<file path="src/rtl/sample_writer_if.sv">
// Sample stream in / memory write bus out for sample_writer.
//   adc_data  : 8-bit unsigned ADC sample
//   adc_valid : adc_data valid this cycle
//   mem_addr  : sample memory write address
//   mem_wdata : sample memory write data
//   mem_we    : one-cycle write strobe
// master = the writer (consumes samples, drives memory writes)
// slave  = the environment (ADC source + sample memory)
interface sample_writer_if;
  logic [7:0] adc_data;
  logic       adc_valid;
  logic [7:0] mem_addr;
  logic [7:0] mem_wdata;
  logic       mem_we;

  modport master (input adc_data, adc_valid, output mem_addr, mem_wdata, mem_we);
  modport slave  (output adc_data, adc_valid, input mem_addr, mem_wdata, mem_we);
endinterface

</file>
<file path="src/rtl/sample_writer.sv">
// sample_writer: arms on activate, waits for a rising-edge trigger (or the
// first valid sample when triggering is disabled), then writes every
// (decim+1)-th valid ADC sample to a SAMPLES-deep memory and pulses done.
// Ports:
//   clk_50mhz   : clock, rising edge
//   reset       : async active-low reset
//   activate    : start a capture (sampled in idle only)
//   abort       : drop back to idle from any state, no done
//   done        : one-cycle pulse on capture completion
//   busy        : high whenever not idle
//   trig_enable : 1 = wait for trigger, 0 = free run
//   trig_level  : rising-edge threshold (latched on activate)
//   decim       : write one sample per decim+1 valid samples (latched)
//   bus         : ADC in / memory write out (sample_writer_if.master)
module sample_writer #(
  parameter int SAMPLES = 256
) (
  input  logic            clk_50mhz,
  input  logic            reset,
  input  logic            activate,
  input  logic            abort,
  output logic            done,
  output logic            busy,
  input  logic            trig_enable,
  input  logic [7:0]      trig_level,
  input  logic [15:0]     decim,
  sample_writer_if.master bus
);

  localparam logic [1:0] ST_IDLE    = 2'd0;
  localparam logic [1:0] ST_ARM     = 2'd1;
  localparam logic [1:0] ST_CAPTURE = 2'd2;
  localparam logic [1:0] ST_DONE    = 2'd3;

  localparam logic [7:0] LAST_ADDR = 8'(SAMPLES - 1);

  logic [1:0]  state;
  logic [15:0] decim_q;
  logic [15:0] dcnt;
  logic [7:0]  level_q;
  logic [7:0]  prev;
  logic        prev_ok;
  logic        last;      // final write has been issued; ignore further samples
  logic [7:0]  next_addr;
  logic        trig_hit;

  assign busy = (state != ST_IDLE);
  assign done = (state == ST_DONE);

  // mem_addr advances at the end of each write cycle, so a sample accepted
  // during a write cycle lands one address beyond the one currently shown.
  assign next_addr = bus.mem_addr + {7'd0, bus.mem_we};

  assign trig_hit = !trig_enable ||
                    (prev_ok && (prev < level_q) && (bus.adc_data >= level_q));

  always_ff @(posedge clk_50mhz or negedge reset) begin
    if (!reset) begin
      state         <= ST_IDLE;
      decim_q       <= '0;
      dcnt          <= '0;
      level_q       <= '0;
      prev          <= '0;
      prev_ok       <= 1'b0;
      last          <= 1'b0;
      bus.mem_addr  <= '0;
      bus.mem_wdata <= '0;
      bus.mem_we    <= 1'b0;
    end else begin
      bus.mem_we <= 1'b0;
      if (abort) begin
        // abort beats any pending write and any activate
        state <= ST_IDLE;
        last  <= 1'b0;
      end else begin
        case (state)
          ST_IDLE: begin
            if (activate) begin
              state        <= ST_ARM;
              bus.mem_addr <= '0;
              prev_ok      <= 1'b0;
              decim_q      <= decim;
              level_q      <= trig_level;
            end
          end
          ST_ARM: begin
            if (bus.adc_valid) begin
              prev    <= bus.adc_data;
              prev_ok <= 1'b1;
              if (trig_hit) begin
                bus.mem_we    <= 1'b1;
                bus.mem_wdata <= bus.adc_data;
                dcnt          <= decim_q;
                last          <= (LAST_ADDR == 8'd0);
                state         <= ST_CAPTURE;
              end
            end
          end
          ST_CAPTURE: begin
            if (bus.mem_we) begin
              if (last) begin
                state <= ST_DONE;
                last  <= 1'b0;
              end else begin
                bus.mem_addr <= bus.mem_addr + 8'd1;
              end
            end
            if (bus.adc_valid && !last) begin
              if (dcnt == 16'd0) begin
                bus.mem_we    <= 1'b1;
                bus.mem_wdata <= bus.adc_data;
                dcnt          <= decim_q;
                last          <= (next_addr == LAST_ADDR);
              end else begin
                dcnt <= dcnt - 16'd1;
              end
            end
          end
          ST_DONE: state <= ST_IDLE;
          default: state <= ST_IDLE;
        endcase
      end
    end
  end

endmodule
</file>
<file path="src/flat_wrapper.sv">
// flat-port wrapper written by rule: the top's interface ports become plain ports
module sample_writer_flat 
#(
  parameter int SAMPLES = 256
)
  (clk_50mhz, reset, activate, abort, done, busy, trig_enable, trig_level, decim, bus_adc_data, bus_adc_valid, bus_mem_addr, bus_mem_wdata, bus_mem_we);
  sample_writer_if bus_i ();
  input  logic clk_50mhz;
  input  logic reset;
  input  logic activate;
  input  logic abort;
  output logic done;
  output logic busy;
  input  logic trig_enable;
  input  logic [7:0] trig_level;
  input  logic [15:0] decim;
  input wire logic [$bits(bus_i.adc_data)-1:0] bus_adc_data;
  input wire logic [$bits(bus_i.adc_valid)-1:0] bus_adc_valid;
  output wire logic [$bits(bus_i.mem_addr)-1:0] bus_mem_addr;
  output wire logic [$bits(bus_i.mem_wdata)-1:0] bus_mem_wdata;
  output wire logic [$bits(bus_i.mem_we)-1:0] bus_mem_we;
  assign bus_i.adc_data = bus_adc_data;
  assign bus_i.adc_valid = bus_adc_valid;
  assign bus_mem_addr = bus_i.mem_addr;
  assign bus_mem_wdata = bus_i.mem_wdata;
  assign bus_mem_we = bus_i.mem_we;
  sample_writer #(.SAMPLES(SAMPLES)) u_core (.clk_50mhz(clk_50mhz), .reset(reset), .activate(activate), .abort(abort), .done(done), .busy(busy), .trig_enable(trig_enable), .trig_level(trig_level), .decim(decim), .bus(bus_i));
endmodule
</file>
<file path="config.mk">
export PLATFORM = sky130hd
export DESIGN_NAME = sample_writer_flat
export DESIGN_NICKNAME = d
export VERILOG_FILES = /design/src/rtl/sample_writer_if.sv /design/src/rtl/sample_writer.sv /design/src/flat_wrapper.sv
export SDC_FILE = /design/constraint.sdc
export NUM_CORES = 1
export LEC_CHECK = 0
export ABC_AREA = 1
export BUFFER_PORTS_ARGS = -buffer_cell sky130_fd_sc_hd__clkbuf_2
export CELL_PAD_IN_SITES_DETAIL_PLACEMENT = 1
export CELL_PAD_IN_SITES_GLOBAL_PLACEMENT = 1
export CORE_UTILIZATION = 35
export DETAILED_ROUTE_END_ITERATION = 7
export GPL_TIMING_DRIVEN = 0
export PLACE_DENSITY = 0.76
export SYNTH_ARGS = -nofsm -noshare
export SYNTH_HDL_FRONTEND = slang
export SYNTH_SLANG_ARGS = --single-unit
</file>
<file path="constraint.sdc">
create_clock -name clk_50mhz -period 2.45 [get_ports clk_50mhz]
set_clock_uncertainty 0.15 [all_clocks]
set_input_delay 0.49 -clock clk_50mhz [delete_from_list [all_inputs] [get_ports clk_50mhz]]
set_output_delay 0.49 -clock clk_50mhz [all_outputs]
set_load 0.02 [all_outputs]
</file>
* Word-level counts from Yosys, hierarchy flattened
Index checks and enable logic that the tools add are counted.
** Storage, ports and cells
- Bits in registers :: 69
- Input bits :: 38
- Output and inout bits :: 19
- Word-level logic and storage cells :: 90
** Cells by class
- $add $sub $neg :: 3
- $lt $le $gt $ge :: 2
- Equality and inequality tests :: 16
- Mux-type cells :: 37
- Bitwise operators :: 1
- Reductions and logical operators :: 21
** Operators by type and width (count)
- $mux 16 :: 4
- $mux 8 :: 7
- $pmux 16 s2 :: 1
- $pmux 8 s2 :: 2
- $logic_not 16->1 :: 1
- $sub 16x1->16 const B :: 1
- $reduce_and 5->1 :: 3
- $mux 1 :: 13
- $mux 2 :: 6
- $ne 3x2->1 const B :: 3
- $reduce_and 3->1 :: 3
- $add 8x1->8 :: 1
- $add 8x1->8 const B :: 1
- $eq 8x8->1 const B :: 1
- $ge 8x8->1 :: 1
- $lt 8x8->1 :: 1
- $ne 2x1->1 const B :: 4
- $pmux 2 s4 :: 1
- $reduce_bool 2->1 :: 4
- $ne 2x2->1 const B :: 3
- $ne 3x3->1 const B :: 2
- $pmux 1 s2 :: 3
- $reduce_and 6->1 :: 1
- $eq 2x2->1 const B :: 2
- 8 further kinds :: 11

* Depth between registers and ports, before layout
Gate-level depths: netlist (run 1).
- Depth in word-level cells :: 8
- Mapped depth :: 15
- Depth with buffers taken out :: 14

* Least setup slack after synthesis (run 1)
No wires, ideal clock.
- Path type :: input to register
- Start :: input port bus_adc_data[7]
- End :: register u_core.dcnt[10]
- Library setup time :: 0.066 ns
- Arrival time :: 1.827 ns
- Data required time :: 2.234 ns
- Setup slack :: 0.407 ns
- Stages :: 12
- Buffers on the path :: 1
- Cell sequence :: ha_1 -> nand2_1 -> inv_1 -> nor2_1 -> o21a_1 -> nand2_1 -> nand3_1 -> nand3_2 -> nand3_2 -> buf_2 -> nand2_1 -> nand2_1
** On the way
- Word-level cells in the longest chain between the ends :: 5
** RTL lines
- start, declared :: RTL line flat_wrapper.sv:17 : input wire logic [$bits(bus_i.adc_data)-1:0] bus_adc_data;
- $ge 8x8->1 :: RTL line sample_writer.sv:55 : (prev_ok && (prev < level_q) && (bus.adc_data >= level_q));
- $logic_and 1x1->1 :: RTL line sample_writer.sv:55
- $logic_or 1x1->1 :: RTL line sample_writer.sv:54 : assign trig_hit = !trig_enable ||
- $ne 2x1->1 (no source line)
- $reduce_and 5->1 (no source line)
- end signal, assigned :: RTL line sample_writer.sv:93 : dcnt <= decim_q;
- end signal, assigned :: RTL line sample_writer.sv:112 : dcnt <= decim_q;
- end signal, assigned :: RTL line sample_writer.sv:115 : dcnt <= dcnt - 16'd1;
- end, declared :: RTL line sample_writer.sv:39 : logic [15:0] dcnt;
Every way passes these cells.
A chain may end at the register's enable or synchronous reset.

* Worst setup path in the final report (run 1)
- Start :: register u_core.level_q[7]
- End :: register u_core.dcnt[0]
** On the way
- Word-level cells in the longest chain between the ends :: 6
- Elaborated cells between the ends (all ways) :: 7
- Those cells by class :: 2 x order compare; 1 x eq/ne; 4 x reduce/logical
** RTL lines
- start, declared :: RTL line sample_writer.sv:40 : logic [7:0] level_q;
- start signal, assigned :: RTL line sample_writer.sv:83 : level_q <= trig_level;
- $lt 8x8->1 :: RTL line sample_writer.sv:55
- $logic_and 1x1->1 :: RTL line sample_writer.sv:55
- $logic_and 1x1->1 (*) :: RTL line sample_writer.sv:55
- $logic_or 1x1->1 (*) :: RTL line sample_writer.sv:54
- $ne 2x1->1 (no source line) (*)
- $reduce_and 5->1 (no source line) (*)
Mark *: on every way between the ends. The rest lies on a longest branch, timed or not.

==> results of run 1 <==
-- flip-flops by register name (all words and copies together) (netlist names) --
signal                flops
u_core.decim_q           16
u_core.dcnt              16
u_core.last               1
u_core.state              2
u_core.prev               8
u_core.prev_ok            1
u_core.bus.mem_addr       8
u_core.bus.mem_wdata      8
u_core.level_q            8
u_core.bus.mem_we         1
-- critical path: stages (launching register included) --
cell                      delay, ps
sky130_fd_sc_hd__dfrtp_1        360
sky130_fd_sc_hd__inv_1           90
sky130_fd_sc_hd__ha_1           270
sky130_fd_sc_hd__nand2_1         80
sky130_fd_sc_hd__nand2_1         40
sky130_fd_sc_hd__nor2_1          90
sky130_fd_sc_hd__nand2_1         50
sky130_fd_sc_hd__a21oi_1        110
sky130_fd_sc_hd__nand3_1        180
sky130_fd_sc_hd__nand3_4        180
sky130_fd_sc_hd__nand3_2        190
sky130_fd_sc_hd__buf_6          230
sky130_fd_sc_hd__nand2_1         70
sky130_fd_sc_hd__nand2_1         50
-- placed cells by master, fill, tap and decap left out, types with 4 or more instances in the layout --
cell type and instances:
sky130_fd_sc_hd__inv_1 46, sky130_fd_sc_hd__nand2_1 199, sky130_fd_sc_hd__o21ai_0 16, sky130_fd_sc_hd__clkbuf_2 56, sky130_fd_sc_hd__xor2_1 6, sky130_fd_sc_hd__inv_2 6
sky130_fd_sc_hd__clkbuf_16 9, sky130_fd_sc_hd__nor2_1 39, sky130_fd_sc_hd__clkbuf_1 7, sky130_fd_sc_hd__dfrtp_1 69, sky130_fd_sc_hd__a21oi_1 12, sky130_fd_sc_hd__o21ai_1 20
sky130_fd_sc_hd__nor3_1 4, sky130_fd_sc_hd__nand3_1 22, sky130_fd_sc_hd__mux2_2 7, sky130_fd_sc_hd__buf_4 4, sky130_fd_sc_hd__ha_1 25, sky130_fd_sc_hd__buf_2 6
sky130_fd_sc_hd__nand4_1 28
-- logic make-up (layout without fill, tap and decap cells) --
logic type | count (synthesis) | count (layout) | share of synthesized area (%)
AO/OA/AOI/OAI | 54 | 54 | 6.99
AND/OR/NAND/NOR | 309 | 309 | 33.2
multiplexers | 7 | 7 | 1.91
adder cells (fa/ha/maj) | 25 | 25 | 7.57
flip-flops | 69 | 69 | 41.8
XOR/XNOR | 9 | 9 | 1.91
buffers and inverters | 69 | 146 | 6.63
-- worst paths after layout --
kind                                                       end  slack (ps)                                 from
max reg2reg                         u_core.dcnt[0]$_DFFE_PN0P_         200        u_core.level_q[7]$_DFFE_PN0P_
min reg2reg                u_core.bus.mem_wdata[3]$_DFFE_PN0P_         330  u_core.bus.mem_wdata[3]$_DFFE_PN0P_
min                              u_core.decim_q[6]$_DFFE_PN0P_         200                             decim[6]
max in group asynchronous        u_core.decim_q[2]$_DFFE_PN0P_        1120                                reset
max                                 u_core.dcnt[0]$_DFFE_PN0P_         200        u_core.level_q[7]$_DFFE_PN0P_
min in group asynchronous        u_core.level_q[5]$_DFFE_PN0P_         460                                reset
-- final cells by class --
cell class / count / area (um2)
multi-input cells: 404 / 2150
repair buffers: 61 / 343
clock inverters: 6 / 111
flip-flops and latches: 69 / 1730
fillers: 1430 / 6440
well taps: 143 / 179
inverters: 54 / 205
plain buffers: 15 / 76.3
clock buffers: 10 / 229
-- metal layers --
metal	vias up	track usage (%)
met3	15	3.23
li1	1897	-
met1	1899	26.3
met5	-	0
met4	0	6.58
met2	53	35.7
-- where the power goes --
group | leakage [nW] | switching (mW) | internal [mW]
Clock | 0.163 | 0.521 | 0.995
Sequential | 0.878 | 0.334 | 1.60
Combinational | 1.60 | 1.73 | 0.965
Total | 2.64 | 2.59 | 3.55
-- timing repair --
item / 4_1_cts / 5_1_grt
setup endpoints to repair: 6 / 21
endpoints found under the hold margin: 18 / 0
pin swaps: 0 / 1
hold buffers: 1 / 0
setup buffers: 0 / 3
resized for setup: 1 / 8
==> summary by stage, run 1 <==
Run status
The flow ran to the end, and the final reports show no timing, DRC or antenna violations.

Global route
The total grt overflow is 0. Entering global routing, the biggest net connects 52 pins. The number of antenna violations at the first check in global routing was 0. The number of global-route vias before repair is 4127.

The overall routing resource usage is about a fifth. The first-pass GRT wire length is 20200 um.

Yosys
Summed over all instances, the cell type with the most area after synthesis is sky130_fd_sc_hd__dfrtp_1. The number of synthesized flops with an enable pin is 0. Synthesis produced around 540 cells. The share of synthesized area in the top cell type comes to roughly two fifths.

By count the netlist is led by sky130_fd_sc_hd__nand2_1, sky130_fd_sc_hd__dfrtp_1, sky130_fd_sc_hd__inv_1. By area the synthesized netlist is led by sky130_fd_sc_hd__dfrtp_1, sky130_fd_sc_hd__nand2_1, sky130_fd_sc_hd__ha_1. sky130_fd_sc_hd__nand2_1 is the most common cell in the netlist. Each instance of the synthesized netlist takes up on average about 7.6 um2. The prevailing post-synth register cell is sky130_fd_sc_hd__dfrtp_1. The total standard cell area after synthesis is approximately 0.0041 mm2. The post-synthesis register bit count is 69.

The fraction of registers with async set or reset after synthesis is between 90% and 100%. The sequential element share of the synthesized area is about two fifths. When the netlist entered floorplanning its net count stood at about 610. The synthesized netlist contains 35 unique library cells. Yosys printed 0 warnings.

Timing
Measured against its own limit, the worst slew margin works out to 61.6%. The number of hold violations in the final report was 0. The count of pins over their slew limit is 0. The worst-case setup margin in the final layout is a little over 200 ps. In the final timing run, aggregate negative setup slack is 0 ps. The actual transition at the worst max-transition pin is 576 ps. The part of the cycle the worst path needs is 91.7%.

The worst hold slack is approximately 200 ps. The fmax is 0.445 GHz. The clock period could shrink to 2250 ps. Setup violations remaining at the end of the flow were counted as 0. Setup repair after global routing left no endpoint under its margin.

Cells and area
The final non-filler cell area is approximately 0.0050 mm2. From synthesis to final layout, the design area changed by 21.6%. The utilization of the core after routing is a little over two fifths. The layout net count is approximately 680. The count of cells in the finished layout, fillers not included, comes to approximately 760. 0 antenna diodes ended up in the layout. The proportion of layout cells with a drive suffix above 1 is a little under a fifth.

Pwr
Summed over all cells, the static leakage comes to about 2.6 nW. Total power for the finished layout comes to 6.14 mW. The peak supply drop is about 0.42 mV. The total power density per cell area is ~1200 mW/mm2.

Setup path
The type of the worst setup path is reg2reg. Of all nets on the critical path, the largest fanout is 10. For the worst setup path, the data required time is between 2000 and 3000 ps. The worst setup path is launched from a flop.

The data arrival time of the critical path is about 2300 ps. The worst setup path is captured at a flop. The worst register-to-register path has a depth of 13.

Placed design
OpenSTA, run right after detailed placement, puts the worst setup slack at -190 ps. After detailed placement, the design holds a cell count of ~740. The final estimated routing congestion in global placement is 0.840.

The final HPWL from detailed placement is ~8900 um. In this run the cell area measured after placement is about 0.0046 mm2. During placement, the flow inserted port buffers numbering 56.

Die
The vertical extent of the die is roughly 110 um. The floorplan step defined a core boundary enclosing approximately 0.011 mm2. The number of core rows is 39.

57 I/O pins were placed. The die is ~110 um wide. The effective utilization at floorplan is ~36%. The die area is roughly 0.012 mm2.

Drt
The sum of routed wire segments on met1 is between 5000 and 6000 um. The via-per-instance ratio is around 5.1. For this block, the initial DRC count from the detailed router was approximately 170.

The sum of met2 wire segment lengths after detailed routing is between 5000 and 6000 um. The routed length on met3 is ~290 um. In the routed design, unresolved DRC markers number 0.

After detailed routing, the total wire length is ~12000 um. The routed length per instance is roughly 16 um. After detailed routing, no signal wire sits above met4. The number of routed nets with antenna violations is 0. The first-pass iteration count of the detailed router is 4. The routed layout has around 3900 vias.

Job
The count of maximum capacitance violations is 0.

Worst hold path
The worst min-delay path category is in2reg. The count of cells along the worst hold path is 3.

Clock network
The clock latency on the worst-skew pair is 340 ps. TritonCTS built the clock tree. The clock buffer count from CTS is 9.

The clock root buffer is sky130_fd_sc_hd__clkbuf_16. Counting along the longest clock path gives a buffer depth of 2. After clock tree synthesis, the clock-pin slew on the worst setup and hold paths is roughly 60 ps. The number of sinks driven by the clock tree is 69. The deepest level of the CTS H-tree is 3.
Power figures use the tool's default switching activity.
==> run 2, diff against run 1 <==
Settings changed: SLEW_MARGIN set to 20.
Clock period 2.45 ns to 2.2 ns, I/O delays scaled along.
==> run 2 against run 1 <==
Clock power is essentially flat. Register-to-register slack lost 120 ps. Cell area grew 2.5%. Critical path type unchanged. Critical endpoint unchanged.
==> summary by stage, run 2 (synthesis results as in run 1) <==
Die
The floorplan step set the die width to approximately 110 um. During I/O placement, the number of pins put on the boundary was 57. The effective utilization at floorplan is between 30 and 40%.

After floorplanning, the core was sized to cover between 0.01 and 0.015 mm2. Measured along the y axis, the die boundary spans about 110 um. In this run the core area contains 39 standard-cell rows. The die area is around 0.012 mm2.

Global route
For met1 alone, demand over resource in global routing was between 20% and 30%. The number of antenna violations at the first check in global routing is 0. The number of global-route vias before repair is approximately 4200. The maximum number of pins on one net before global-route repair is 50. For this run, global-route usage on met3 was measured as ~3.0%. The layer carrying the most global-route usage is met2.

The overall routing resource usage is a little over a fifth. In the global route stage, met2 resource usage came out at a little under two fifths. The first global-routing pass estimated approximately 21000 um of wire. The total grt overflow is 0.

Placed design
The port buffer count is 56. In this run the cell area measured after placement is roughly 0.0046 mm2. At the end of routability-driven placement, the weighted congestion stood at 0.840. The final HPWL from detailed placement is 8850 um.

Setup path
The delay contributed by the slowest stage of the critical path is just over 400 ps. In this run the worst path has a maximum fanout of 8. For flop-to-flop paths, the worst setup slack is 90 ps. The critical path is of the reg2reg type. STA puts the critical path data required time at around 2300 ps. Among all stages on the critical path, the largest delay is contributed by sky130_fd_sc_hd__dfrtp_1. Walking the worst path, the cells encountered are inv_1, ha_1, inv_2, nor2_2, nor3_4, nand3_4, clkbuf_16, nand2_1, nand2_1. Broken down by cell family, the worst path's largest delay share belongs to simple AND/OR/NAND/NOR gates. By instance count, the cell type seen most on the critical path is sky130_fd_sc_hd__nand2_1. The sort of element at the start of the critical path is a flop. For the worst setup path, the data arrival time is approximately 2200 ps. The number of buffers and inverters on the critical path is 3.

STA classifies the critical path endpoint as a flop.

Drt
After detailed routing, the number of vias per cell comes to 5.09. The first detailed-routing pass took 4 iterations. The count of routing violations after the opening detailed-route iteration is 165.

The number of routed nets with antenna violations is 0. Dividing the detail-routed wire length by the instance count gives between 15 and 20 um. The total wire length after detailed routing is ~13000 um. The count of unresolved DRC violations after routing is 0. Summing over every cut layer, the via total after detailed routing is between 3000 and 4000.

Timing
The worst hold slack is 151 ps. The number of hold violations in the final report came to 0. Static timing analysis puts the maximum clock frequency at approximately 0.47 GHz.

Setup violations remaining at the end of the flow were counted as 0. Dividing the final minimum period by the clock period gives 96.1%. The headroom to the max-slew limit is between 50% and 60%.

The aggregate negative setup slack is 0 ps. The final period demand of the worst path is 2110 ps. The count of pins over their slew limit is 0.

At the pin with the least slew margin, the transition time is roughly 600 ps.

Cells and area
Counting the fill cells in the layout gives about 1400. The commonest non-fill, non-tap cell in the layout is sky130_fd_sc_hd__nand2_1. The largest registers in the layout are u_core.dcnt x16, u_core.decim_q x16. The area added between synthesis and finish is 24.6%. In the layout the commonest cells are sky130_fd_sc_hd__nand2_1, sky130_fd_sc_hd__dfrtp_1, sky130_fd_sc_hd__clkbuf_2. The layout net count is 688.

The number of antenna diodes in the final layout is 0. With fillers left out, the area of the finished cells amounts to 0.00515 mm2. In the final layout, the share of cells above drive strength 1 is 22.7%.

Clock network
TritonCTS built the clock tree. The clock passes through at most 2 buffers. For the worst-skew pair, the clock arrives at the later sink with an insertion delay of 340 ps. The clock root buffer is sky130_fd_sc_hd__clkbuf_16.

After clock tree synthesis, the clock-pin slew on the worst setup and hold paths is approximately 50 ps. The clock buffer count from CTS is 9. The clock tree synthesis step divided the H-tree into 3 levels. The number of sinks driven by the clock tree is 69.

Run status
The run finished with clean final reports.

Job
Across the run, the number of max-cap violations was 0.

Pwr
Summed over all cells, the static leakage comes to 2.70 nW. The power after layout is 6.88 mW. Across the VDD grid, the largest voltage drop is 0.466 mV. Power spread over the standard cell area amounts to between 1000 and 1500 mW/mm2.

Worst hold path
The tightest min-delay check is of the in2reg type.
[run 2: repair_timing]
| item | in CTS | in global routing |
|---|---|---|
| resized for setup | 12 | 18 |
| hold endpoints to repair | 20 | 0 |
| pin swaps | 3 | 5 |
| gates cloned | 0 | 1 |
| buffers inserted | 5 | 8 |
| endpoints found under the setup margin | 32 | 37 |
| hold buffers | 1 | 0 |
[run 2: layer usage]
metal	share of wire (%)	routed length, um
met1	45	5660
met2	51	6400
met3	2.4	296
met4	1.3	159
met5	0	0
[run 2: area by class of cell]
cell class / instances / area [um2] / area share (%)
multi-input cells: 404 / 2200 / 42.8
flip-flops and latches: 69 / 1730 / 33.5
repair buffers: 72 / 443 / 8.60
clock buffers: 11 / 253 / 4.91
inverters: 54 / 205 / 3.99
well taps: 143 / 179 / 3.48
plain buffers: 15 / 90.1 / 1.75
clock inverters: 4 / 47.5 / 0.923
[run 2: worst register-to-register path: cells and delay by family (launching register included)]
kind / cells / cell delay [ps]
flip-flops: 1 / 410
buffers and inverters: 3 / 470
AND/OR/NAND/NOR: 5 / 690
adder cells (fa/ha/maj): 1 / 290
[run 2: per-stage QoR]
step	util, %	cells	worst slack (ps)
6_report	44.9	772	85.9
3_5_place_dp	40.3	742	-401
3_3_place_gp	40.0	741	-317
2_1_floorplan	-	542	206
5_1_grt	44.9	772	-8.96
4_1_cts	43.7	763	0.457
[run 2: power breakdown]
group | switching, mW | leakage [nW] | internal [mW]
registers | 0.379 | 0.878 | 1.78
logic | 2.04 | 1.67 | 1.19
clock network | 0.559 | 0.147 | 0.929
total | 2.98 | 2.70 | 3.90
[run 2: worst paths after layout]
check	start	to	cells after the start
worst min-delay path	decim[15]	u_core.decim_q[15]$_DFFE_PN0P_	3
min in group asynchronous	reset	u_core.level_q[5]$_DFFE_PN0P_	2
worst max-delay path	u_core.state[1]$_DFFE_PN0P_	u_core.dcnt[0]$_DFFE_PN0P_	9
max in group asynchronous	reset	u_core.dcnt[15]$_DFFE_PN0P_	3
worst max register to register	u_core.state[1]$_DFFE_PN0P_	u_core.dcnt[0]$_DFFE_PN0P_	9
worst min register to register	u_core.bus.mem_wdata[3]$_DFFE_PN0P_	u_core.bus.mem_wdata[3]$_DFFE_PN0P_	2
==> run 3, diff against run 2 <==
Settings changed: PLACE_DENSITY 0.76 to 0.79.
Clock period 2.2 ns to 1.9 ns, I/O delays scaled along.
==> run 3 against run 2 <==
The flow now finishes with violations (negative setup slack). Sequential cell count is the same. Critical path type unchanged. Sequential power grew 19%. Clock power grew 26%.
==> summary by stage, run 3 (synthesis results as in run 1) <==
Setup path
The sort of element at the end of the critical path is a flop. The worst-case register-to-register setup slack is -240 ps. The number of buffers and inverters on the critical path is 3. The worst register-to-register path ends at u_core.bus.mem_wdata[0]$_DFFE_PN0P_. The maximum fanout along the worst path is 8. The most critical setup path has its startpoint at u_core.level_q[7]$_DFFE_PN0P_. The delay contributed by the slowest stage of the critical path is about 380 ps. The worst setup path is launched from a flop.

The count of cell instances traversed by the critical path is 14. The startpoint identified for the worst register-to-register timing path is u_core.level_q[7]$_DFFE_PN0P_. The signal on the critical path passes through inv_2, ha_4, nand2_2, nand2_1, nor2_1, nand2_1, a21oi_2, nand3_4, nand3_4, buf_12, buf_6, nand3_4, nand2_2, nand2_1. The critical path in this run is classified as reg2reg. The most critical setup path has its endpoint at u_core.bus.mem_wdata[0]$_DFFE_PN0P_. The cell class contributing the biggest share of worst-path delay is simple AND/OR/NAND/NOR gates.

The cell type of the slowest stage on the worst timing path is sky130_fd_sc_hd__dfrtp_1. At the worst endpoint, the arrival time is between 2000 and 2500 ps. For the worst setup path, the data required time is roughly 2000 ps. The worst-case reg-to-reg path depth is 14.

Cells and area
In the final layout, the registers with the most flip-flops are u_core.dcnt x16, u_core.decim_q x16. The number of fillers in the final layout is 1349. The layout net count is 708.

Of the cells placed in the final design, the portion with a size suffix greater than 1 is 35.5%. The library cell used most frequently in the layout, excluding fill and tap cells, is sky130_fd_sc_hd__nand2_1. In the layout the commonest cells are sky130_fd_sc_hd__nand2_1, sky130_fd_sc_hd__dfrtp_1, sky130_fd_sc_hd__clkbuf_2. The area added between synthesis and finish is 39.1%.

The number of antenna diodes in the final layout is 0.

Drt
For this run, the detailed router's first-pass iteration total came to 4. In the routed layout, each cell is associated on average with a via count of ~5.2. For this run, design rule violations remaining after detail routing come to 0. The routed length per instance is 17.9 um. The count of routing violations after the opening detailed-route iteration is ~190. The number of routed nets with antenna violations is 0. The final layout contains routed wiring with a total length of 14200 um.

Summing over every cut layer, the via total after detailed routing is 4145.

Die
The floorplan step defined a die boundary enclosing 0.0122 mm2. The floorplan has 39 rows. The placeable core area is between 0.01 and 0.015 mm2. The vertical extent of the die is roughly 110 um.

For this configuration, the core starts out at a cell density of roughly 36%. In this run the count of I/O pins placed on the die edge is 57. The die span in x is 111 um.

Timing
Static timing analysis puts the maximum clock frequency at 0.468 GHz. The number of hold violations in the final report is 0. Measured against its own limit, the worst slew margin works out to 63.8%. At the pin with the least slew margin, the transition time is roughly 540 ps. The final period demand of the worst path is around 2100 ps. The count of pins over their slew limit is 0.

The final setup violation count is 37. Setup repair after global routing could not meet its margin everywhere. The part of the cycle the worst path needs is 113%. The worst-case setup margin in the final layout is -238 ps.

Global route
After global routing, the most crowded layer is met2. For met3 alone, demand over resource in global routing was 3.94%. Global routing used about 22% of the available tracks. Global routing consumed, on the met2 layer, between 30 and 40% of the routing resources. For met1 alone, demand over resource in global routing was 28.6%. The first-pass GRT wire length is about 22000 um. The number of global-route vias before repair is ~4300.

The total grt overflow is 0. The number of antenna violations at the first check in global routing is 0. Entering global routing, the biggest net connects 44 pins.

Clock network
The clock root buffer is sky130_fd_sc_hd__clkbuf_16. Counting along the longest clock path gives a buffer depth of 2. TritonCTS built the clock tree. In this run, CTS created clock tree buffers numbering 9.

After clock tree synthesis, the clock-pin slew on the worst setup and hold paths is ~60 ps. The clock drives approximately 70 sinks. The clock latency on the worst-skew pair is around 340 ps.

The H-tree was split into 3 levels.

Pwr
Total power for the finished layout comes to 8.97 mW. The peak supply drop is 0.662 mV. The analysis attributes to cell leakage a power of 2.87 nW.

The total power density per cell area is 1560 mW/mm2.

Run status
The flow ran to the end, but the final reports show violations. The checks that failed: negative setup slack.

Placed design
The final estimated routing congestion in global placement is 0.859. Detailed placement ended at an HPWL of between 8000 and 9000 um. Timing analysis after detailed placement gives a worst setup slack of -455 ps. Buffers placed on the I/O ports in this run total 56.

Job
The tool flagged a number of max-cap violations equal to 0.

Worst hold path
The worst min-delay path category is in2reg. The hold path startpoint is decim[5].
[run 3: cell types whose count changed in the layout (fill, tap and decap cells not counted), sizes merged]
cell,delta
clkbuf,+1
clkinvlp,-1
bufinv,+1
buf,+20
[run 3: through the flow]
step                      cells  setup TNS [ps]  util [%]  instance area, um2  hold WS, ps
after floorplan             542           -20.9         -                4200        -65.6
after global placement      741          -34200      40.6                4660          308
after detailed placement    742          -15960      40.9                4690          217
after CTS                   775           -3450      46.9                5380         91.5
after global routing        793           -9420      50.1                5750         99.2
final                       793           -5760      50.1                5750         92.8
[run 3: worst min path at each step]
stage	end	slack, ps	cells past startpoint
after detailed placement	u_core.level_q[4]$_DFFE_PN0P_	220	1
after CTS	u_core.decim_q[5]$_DFFE_PN0P_	90	3
final	u_core.decim_q[5]$_DFFE_PN0P_	90	3
after global placement	u_core.bus.mem_wdata[2]$_DFFE_PN0P_	310	2
after floorplan	u_core.bus.mem_addr[0]$_DFFE_PN0P_	-70	0
after global routing	u_core.decim_q[5]$_DFFE_PN0P_	100	3
[run 3: final cells by class]
type                    count  area, um2  area share [%]
multi-input cells         404       2520            43.8
repair buffers             93        672            11.7
inverters                  54        205            3.57
flip-flops and latches     69       1730            30.1
clock buffers              12        256            4.46
well taps                 143        179            3.11
plain buffers              14        114            1.98
clock inverters             4       70.1            1.22
[run 3: layer usage]
| layer | vias up | part of all wire (%) |
|---|---|---|
| met1 | 2080 | 42 |
| li1 | 1962 | - |
| met4 | 0 | 2.7 |
| met2 | 73 | 53 |
| met5 | - | 0 |
| met3 | 30 | 2.3 |
[run 3: power by group]
group / leakage [nW] / total [mW] / switching (mW) / internal, mW
Sequential: 0.873 / 2.56 / 0.499 / 2.06
Combinational: 1.83 / 4.52 / 2.69 / 1.83
Clock: 0.163 / 1.88 / 0.664 / 1.22
Total: 2.87 / 8.97 / 3.85 / 5.11
[run 3: worst min-delay path: cells and delay by family]
family | cells | cell delay (ps)
buffers and inverters | 1 | 80
and+or+nand+nor | 2 | 90
[run 3: repair_timing]
action | in CTS | in global routing
hold buffers | 1 | 0
setup endpoints to repair | 59 | 59
hold endpoints to repair | 26 | 0
buffers inserted | 15 | 20
gates cloned | 1 | 0
gates resized for setup | 61 | 59
pin swaps | 16 | 24
